### config.mk
export PLATFORM = sky130hd
export DESIGN_NAME = seq_gen
export DESIGN_NICKNAME = d
export VERILOG_FILES = /design/src/rtl/seq_gen.sv
export SDC_FILE = /design/constraint.sdc
export NUM_CORES = 1
export LEC_CHECK = 0
export CAP_MARGIN = 10
export CORE_ASPECT_RATIO = 0.7
export CORE_MARGIN = 3
export CORE_UTILIZATION = 55
export CTS_BUF_LIST = sky130_fd_sc_hd__clkbuf_2 sky130_fd_sc_hd__clkbuf_4 sky130_fd_sc_hd__clkbuf_8
export CTS_CLUSTER_SIZE = 28
export DETAILED_ROUTE_END_ITERATION = 10
export GPL_TIMING_DRIVEN = 1
export PLACE_DENSITY = 0.89
export SYNTH_ARGS = -nofsm -noshare
export SYNTH_HDL_FRONTEND = slang
export SYNTH_SLANG_ARGS = --single-unit
### constraint.sdc
create_clock -name clk -period 2.1 [get_ports clk]
set_input_delay 0.42 -clock clk [delete_from_list [all_inputs] [get_ports clk]]
set_output_delay 0.42 -clock clk [all_outputs]
set_load 0.02 [all_outputs]
### src/rtl/seq_gen.sv
// Serial frame generator: shifts a latched PAT_W-bit frame out MSB first, (reps+1) times per burst,
// with GAP idle cycles between frames and a one-cycle done pulse after the final frame.
module seq_gen #(
    parameter int unsigned           PAT_W   = 4,
    parameter logic [PAT_W-1:0]      PATTERN = PAT_W'(4'b0110),
    parameter int unsigned           GAP     = 1
) (
    input  logic             clk,
    input  logic             rst_n,
    input  logic             start_i,
    input  logic             use_def_i,
    input  logic [PAT_W-1:0] pat_in_i,
    input  logic [3:0]       reps_i,
    input  logic             abort_i,
    output logic             x_o,
    output logic             x_vld_o,
    output logic             busy_o,
    output logic             done_o,
    output logic [3:0]       frame_cnt_o
);

    localparam int unsigned      BW      = (PAT_W > 1) ? $clog2(PAT_W) : 1;
    localparam logic [BW-1:0]    BitMsb  = BW'(PAT_W - 1);
    localparam logic [3:0]       GapLast = (GAP > 0) ? 4'(GAP - 1) : 4'd0;

    typedef enum logic [1:0] {StIdle, StShift, StGap, StDone} state_e;

    state_e           state_q, state_d;
    logic [PAT_W-1:0] frame_q, frame_d;
    logic [3:0]       rem_q, rem_d;
    logic [BW-1:0]    bit_q, bit_d;
    logic [3:0]       gap_q, gap_d;
    logic [3:0]       cnt_q, cnt_d;
    logic             x_q, x_d;
    logic             vld_q, vld_d;
    logic             done_q, done_d;
    logic             busy_q, busy_d;

    // Output registers hold the value for the cycle that state_d describes, so x/x_vld track
    // the state one-for-one without a combinational output path.
    always_comb begin
        state_d = state_q;
        frame_d = frame_q;
        rem_d   = rem_q;
        bit_d   = bit_q;
        gap_d   = gap_q;
        cnt_d   = cnt_q;
        x_d     = 1'b0;
        vld_d   = 1'b0;
        done_d  = 1'b0;

        unique case (state_q)
            StIdle: begin
                if (start_i && !abort_i) begin
                    frame_d = use_def_i ? PATTERN : pat_in_i;
                    rem_d   = reps_i;
                    cnt_d   = 4'd0;
                    bit_d   = BitMsb;
                    state_d = StShift;
                    x_d     = frame_d[PAT_W-1];
                    vld_d   = 1'b1;
                end
            end
            StShift: begin
                if (abort_i) begin
                    state_d = StIdle;
                end else if (bit_q != '0) begin
                    bit_d = bit_q - 1'b1;
                    x_d   = frame_q[bit_d];
                    vld_d = 1'b1;
                end else begin
                    cnt_d = (cnt_q == 4'd15) ? cnt_q : cnt_q + 4'd1;
                    if (rem_q != 4'd0) begin
                        rem_d = rem_q - 4'd1;
                        if (GAP > 0) begin
                            state_d = StGap;
                            gap_d   = GapLast;
                        end else begin
                            bit_d = BitMsb;
                            x_d   = frame_q[PAT_W-1];
                            vld_d = 1'b1;
                        end
                    end else begin
                        state_d = StDone;
                        done_d  = 1'b1;
                    end
                end
            end
            StGap: begin
                if (abort_i) begin
                    state_d = StIdle;
                end else if (gap_q == 4'd0) begin
                    state_d = StShift;
                    bit_d   = BitMsb;
                    x_d     = frame_q[PAT_W-1];
                    vld_d   = 1'b1;
                end else begin
                    gap_d = gap_q - 4'd1;
                end
            end
            StDone: begin
                state_d = StIdle;
            end
            default: begin
                state_d = StIdle;
            end
        endcase

        busy_d = (state_d != StIdle);
    end

    always_ff @(posedge clk or negedge rst_n) begin
        if (!rst_n) begin
            state_q <= StIdle;
            frame_q <= '0;
            rem_q   <= 4'd0;
            bit_q   <= '0;
            gap_q   <= 4'd0;
            cnt_q   <= 4'd0;
            x_q     <= 1'b0;
            vld_q   <= 1'b0;
            done_q  <= 1'b0;
            busy_q  <= 1'b0;
        end else begin
            state_q <= state_d;
            frame_q <= frame_d;
            rem_q   <= rem_d;
            bit_q   <= bit_d;
            gap_q   <= gap_d;
            cnt_q   <= cnt_d;
            x_q     <= x_d;
            vld_q   <= vld_d;
            done_q  <= done_d;
            busy_q  <= busy_d;
        end
    end

    assign x_o         = x_q;
    assign x_vld_o     = vld_q;
    assign busy_o      = busy_q;
    assign done_o      = done_q;
    assign frame_cnt_o = cnt_q;

endmodule

==> key figures, run 1 <==
Outcome
  – Status: complete, no violations

Final layout
  – Reg area: 600.6 µm²
  – Fillers: 183
  – Share of cells above drive strength 1: 10.26%
  – Layout Area Growth over Synthesis: 21.03%
  – Area of the multi-input gates: 654.4 µm²
  – Nets@finish: 176
  – Number of diodes: 0

CTS
  – Total CTS buffers: 3
  – Clock root buffer: clkbuf_4
  – Worst skew pair latency: 0.32 ns
  – Clock transition at path regs: 0.14 ns
  – # resized after CTS: 0
  – H-tree depth: 1
  – Post-CTS setup buffers: 0
  – CTS tree: yes
  – Clock sink count: 24
  – Max Buffers Root-to-Sink: 2
  – # hold bufs at CTS: 0

Global route
  – Total gr overflow: 0
  – Initial antenna violation count: 0
  – Gr usage total: 20.12%
  – Vias in the first global route: 996
  – First-pass GRT wire length: 4.526 mm
  – Largest net degree at the start of global routing: 25

Floorplanning
  – Floorplan row count: 14
  – CORE AREA: 2207 µm²
  – Die W: 64.31 µm
  – Die height: 46.82 µm
  – IO Count: 21
  – Die area: 3010 µm²
  – Initial Util: 59.30%

Place
  – Hpwl dp: 2.100 mm
  – IO buf count: 20
  – RD Place Congestion: 0.7779

Detailed routing
  – 1st-pass router iterations: 4
  – DR WL met2: 1.378 mm
  – Top layer in use: met4
  – Final ANT Viol Nets: 0
  – WL met1: 1.222 mm
  – Final WL: 2.720 mm
  – DRC viols: 0
  – Detailed-route via count: 1,116
  – Via density: 5.936
  – 1st-iter DRT viols: 89
  – WL/cell: 14.47 µm
  – Metal3 WL: 109 µm

Timing
  – Slew HR: 63.17%
  – Worst Tran Pin Value: 0.5501 ns
  – Minimum clock period: 1.855 ns
  – Setup TNS: 0 ns
  – Worst clock skew: 0.01239 ns
  – RSZ-0062 raised after global routing: false
  – Max Freq: 539.0 MHz
  – Fin. max-slew vios: 0
  – Hold Vio Cnt, Final: 0
  – Final period utilization: 88.34%
  – Final setup vio count: 0

Setup path
  – Slowest cell delay on critical path: 0.45 ns
  – CP endpoint kind: flip-flop
  – Worst-path maximum fanout: 8
  – Crit path kind: reg -> reg
  – Critical-path top delay cell: dfrtp_1
  – Chain of cells forming the critical path: inv_1, ha_1, mux2_2, nand3_1, a211oi_1, a21oi_1
  – CP arrival: 2.05 ns
  – Required time worst endpoint: 2.30 ns
  – Startpoint types: flip-flop

Synth
  – Number of enable flip-flop cells after synthesis: 0
  – Yosys warning total: 0
  – Unique masters post-synth: 41
  – Largest area contributor in the netlist: dfrtp_1
  – Seq cells post-synth: 24
  – Most common cell in the netlist: dfrtp_1
  – Mapped Area: 1309 µm²
  – Synth area leaders: dfrtp_1, ha_1, a21oi_1, nor2_1, inv_1
  – Cells after Synth: 133
  – Syn_nets: 152
  – FFs w/ async S/R, synth: 100.0%
  – Mean Syn Cell Area: 9.840 µm²
  – Synth top cells by count: dfrtp_1, nor2_1, a21oi_1, inv_1, o21ai_1
  – Post-synthesis sequential area ratio: 45.89%
  – Post-synth top flop: dfrtp_1
  – Synth top area share: 45.89%

Power and ir drop
  – PnR Total Power: 1519 µW
  – VDD IR max: 0.4540 mV
  – Pwr dens: 958.7 nW/µm²
  – P_leak: 0.0006720 µW

Hold path
  – Hold Path Class: in -> async

Run
  – MaxCap Viol Count: 0
per-stage QoR:
step / hold WS, ns / utilization [%] / area, µm² / instances / setup slack [ns]
global route: 0.4674 / 71.77 / 1584 / 188 / 0.1532
global placement: 0.4551 / 70.12 / 1548 / 184 / 0.2158
finish: 0.4503 / 71.77 / 1584 / 188 / 0.2448
CTS: 0.4670 / 71.77 / 1584 / 188 / 0.2805
floorplan: 0.1244 / - / 1309 / 133 / 0.4267
detailed placement: 0.4770 / 70.12 / 1548 / 184 / 0.1400
kinds of logic after synthesis:
kind of cell | after synthesis | synth area share [%]
mux | 2 | 2.581
flops | 24 | 45.89
xor+xnor | 1 | 0.6693
fa+ha+maj | 6 | 5.736
buf+inv | 13 | 4.111
compound gates | 34 | 16.25
simple gates | 53 | 24.76
final timing paths:
check	from	slack [ns]	end	cells past startpoint
setup / recovery	bit_q[0]	0.24	rem_q[1]	6
hold / removal	rst_n	0.45	bit_q[0]	2
setup reg to reg	bit_q[0]	0.24	rem_q[1]	6
hold reg to reg	frame_q[0]	0.51	frame_q[0]	2
max in group asynchronous	rst_n	1.41	frame_cnt_o[1]	2
min in group clk	frame_q[0]	0.51	frame_q[0]	2
cell type report:
cell class                      count  area share (%)
Sequential cell                    24           37.91
Timing Repair Buffer               22           13.59
Tap cell                           32           2.528
Clock buffer                        4           2.291
Multi-Input combinational cell     96           41.31
Inverter                           10           2.370
power breakdown:
group / leakage [µW] / internal [µW] / total (µW) / switching (µW)
sequential: 0.000293 / 589 / 714 / 125
clock: 0.0000210 / 106 / 244 / 138
combinational: 0.000358 / 273 / 561 / 289
total: 0.000672 / 967 / 1520 / 551
cells in the final DEF (no fill, tap or decap), types with 2 or more instances in the layout:
cell | netlist | final
a21oi_1 | 12 | 12
a31oi_1 | 2 | 2
buf_4 | 1 | 2
clkbuf_4 | 0 | 3
clkdlybuf4s50_1 | 0 | 20
dfrtp_1 | 24 | 24
ha_1 | 6 | 6
inv_1 | 10 | 10
nand2_1 | 6 | 6
nand2b_1 | 4 | 4
nand3_1 | 5 | 5
nand3b_1 | 2 | 2
nand4_1 | 2 | 2
nor2_1 | 14 | 14
nor3_2 | 2 | 2
nor3b_1 | 2 | 2
nor4_1 | 4 | 4
o21ai_1 | 7 | 7
o22ai_1 | 3 | 3
o31ai_1 | 2 | 2
or3b_1 | 2 | 2
or4_1 | 2 | 2
per-layer routing:
metal	up-vias	global-route usage [%]
met5	-	0
met4	0	4.202
met3	2	6.220
met2	30	35.66
met1	549	25.11
li1	535	-
sequential cells by signal, summed over array words and instances (netlist names):
register     cells
gap_q            4
x_vld_o          1
busy_o           1
done_o           1
frame_cnt_o      4
frame_q          4
x_o              1
rem_q            4
bit_q            2
state_q          2
worst max-delay path: cells and delay by family, from the launching register on:
kind            cells  cell delay (ns)
fa+ha+maj           1             0.28
mux                 1             0.23
buf+inv             1             0.10
compound gates      2             0.41
flops               1             0.45
simple gates        1             0.26
Power figures use the tool's default switching activity.
==> run 2: changes to the inputs <==
--- a/config.mk
+++ b/config.mk
@@ -10,6 +10,7 @@
 export CORE_MARGIN = 3
 export CORE_UTILIZATION = 55
 export CTS_BUF_LIST = sky130_fd_sc_hd__clkbuf_2 sky130_fd_sc_hd__clkbuf_4 sky130_fd_sc_hd__clkbuf_8
+export CTS_CLUSTER_DIAMETER = 200
 export CTS_CLUSTER_SIZE = 28
 export DETAILED_ROUTE_END_ITERATION = 10
 export GPL_TIMING_DRIVEN = 1
==> results of run 2 <==
Final layout, timing and power as in run 1 (identical DEF).
==> run 3: changes to the inputs <==
==> constraint.sdc (replaced) <==
create_clock -name clk -period 2.1 [get_ports clk]
set_input_delay 0.21 -clock clk [delete_from_list [all_inputs] [get_ports clk]]
set_output_delay 0.21 -clock clk [all_outputs]
set_load 0.02 [all_outputs]
==> run 3 against run 2 <==
Net effect:
- clock skew is 0.011 ns lower
- sequential share of layout area is 0.39 points lower
- die area stayed put
- hold slack worse by 0.20 ns
- power is 5.3% higher
- maximum frequency is 3.2% higher
- sequential power is 0.8% lower
- clock-buffer cell count is 1 lower
- register-to-register slack better by 0.06 ns
- critical path type unchanged
- critical endpoint is now x_o
- largest cell class unchanged
==> key figures, run 3 (same netlist as run 1, synthesis figures left out) <==
Outcome
  – Status: complete, no violations

Setup path
  – Worst r2r src: bit_q[0]
  – Reg2reg path depth: 4
  – Startpoint types: flip-flop
  – Crit path to: x_o
  – Worst-path maximum fanout: 4
  – Required time worst endpoint: 2.31 ns
  – Worst R2R End: x_o
  – CP arrival: 2.00 ns
  – Crit path kind: reg -> reg
  – Reg2reg setup slack: 0.30 ns
  – CP endpoint kind: flip-flop
  – Crit. Startpoint: bit_q[0]

Detailed routing
  – Final ANT Viol Nets: 0
  – DRC viols: 0
  – Final WL: 2.613 mm
  – WL/cell: 13.90 µm
  – 1st-iter DRT viols: 34
  – 1st-pass router iterations: 4
  – Detailed-route via count: 1,071
  – Via density: 5.697

Power and ir drop
  – P_leak: 0.0006789 µW
  – VDD IR max: 0.7106 mV
  – Pwr dens: 999.0 nW/µm²

Timing
  – Fin. max-slew vios: 0
  – RSZ-0062 raised after global routing: false
  – Final setup vio count: 0
  – Setup TNS: 0 ns
  – Worst clock skew: 0.001210 ns
  – Final period utilization: 85.60%
  – Hold Vio Cnt, Final: 0
  – Max Freq: 556.3 MHz
  – Minimum clock period: 1.798 ns
  – Slew HR: 59.25%
  – Worst Tran Pin Value: 0.6087 ns

Global route
  – First-pass GRT wire length: 4.609 mm
  – Total gr overflow: 0
  – Vias in the first global route: 1,087
  – Initial antenna violation count: 0
  – Gr usage total: 20.13%
  – Largest net degree at the start of global routing: 25

CTS
  – Total CTS buffers: 3
  – # resized after CTS: 0
  – Clock root buffer: clkbuf_4
  – Clock transition at path regs: 0.13 ns
  – H-tree depth: 1
  – Clock sink count: 24
  – Worst skew pair latency: 0.31 ns
  – Max Buffers Root-to-Sink: 2
  – # hold bufs at CTS: 0
  – Post-CTS setup buffers: 0
  – CTS tree: yes

Final layout
  – Share of cells above drive strength 1: 10.26%
  – Commonest non-fill, non-tap cells in the layout: dfrtp_1, clkdlybuf4s50_1, nor2_1
  – Fin cells: 188
  – Layout Area Growth over Synthesis: 22.27%
  – Nets@finish: 176
  – Number of diodes: 0
  – Commonest non-fill, non-tap cell in the layout: dfrtp_1

Run
  – MaxCap Viol Count: 0

Floorplanning
  – CORE AREA: 2207 µm²
  – Die area: 3010 µm²
  – Floorplan row count: 14
  – Die W: 64.31 µm
  – Die height: 46.82 µm
  – IO Count: 21
  – Initial Util: 59.30%

Place
  – Placed Instances: 184
  – IO buf count: 20
  – RD Place Congestion: 0.7997
  – Hpwl dp: 2.020 mm

Hold path
  – Hold Path Class: in -> async
## run 3: critical path: stages (launching register included)
cell and delay (ns):
dfrtp_1 0.41, inv_1 0.08, ha_1 0.33, mux4_2 0.51
a221o_1 0.37
## run 3: per-stage QoR
step	setup slack, ns	hold WS, ns	utilization [%]	cell area (µm²)	power (µW)
4_1_cts	0.3035	0.2597	72.51	1600	1607
3_5_place_dp	0.3247	0.4576	70.12	1548	1278
3_3_place_gp	0.4087	0.4629	70.12	1548	1230
6_report	0.3025	0.2527	72.51	1600	1599
5_1_grt	0.1808	0.2595	72.51	1600	1726
2_1_floorplan	0.4267	-0.08559	-	1309	1095
## run 3: final cells by class
| class | count | area (µm²) |
|---|---|---|
| fill | 175 | 606.8 |
| tap | 32 | 40.04 |
| sequential | 24 | 600.6 |
| multi-input combinational | 96 | 654.4 |
| clock inverter | 1 | 30.03 |
| clock buffer | 3 | 22.52 |
| inverter | 10 | 37.54 |
| timing repair buffer | 22 | 215.2 |
## run 3: per-layer routing
layer	up-vias	part of all wire, %	GRT usage [%]
met5	-	0	0
met3	2	4.2	5.742
met2	20	49	35.45
met4	0	0.31	6.723
met1	516	46	24.73
li1	533	-	-
## run 3: worst min-delay path by stage
stage                     from        endpoint  slack (ns)  depth (start not counted)
floorplan                rst_n        bit_q[0]       -0.09                          0
global placement    frame_q[0]      frame_q[0]        0.46                          2
detailed placement  frame_q[0]      frame_q[0]        0.46                          2
CTS                      rst_n  frame_cnt_o[1]        0.26                          2
global route             rst_n      frame_q[1]        0.26                          2
finish                   rst_n      frame_q[1]        0.25                          2
## run 3: where the power goes
| part | switching, µW | internal [µW] | total [µW] |
|---|---|---|---|
| Combinational | 288 | 274 | 562 |
| Clock | 135 | 193 | 328 |
| Sequential | 119 | 589 | 708 |
| Total | 543 | 1060 | 1600 |
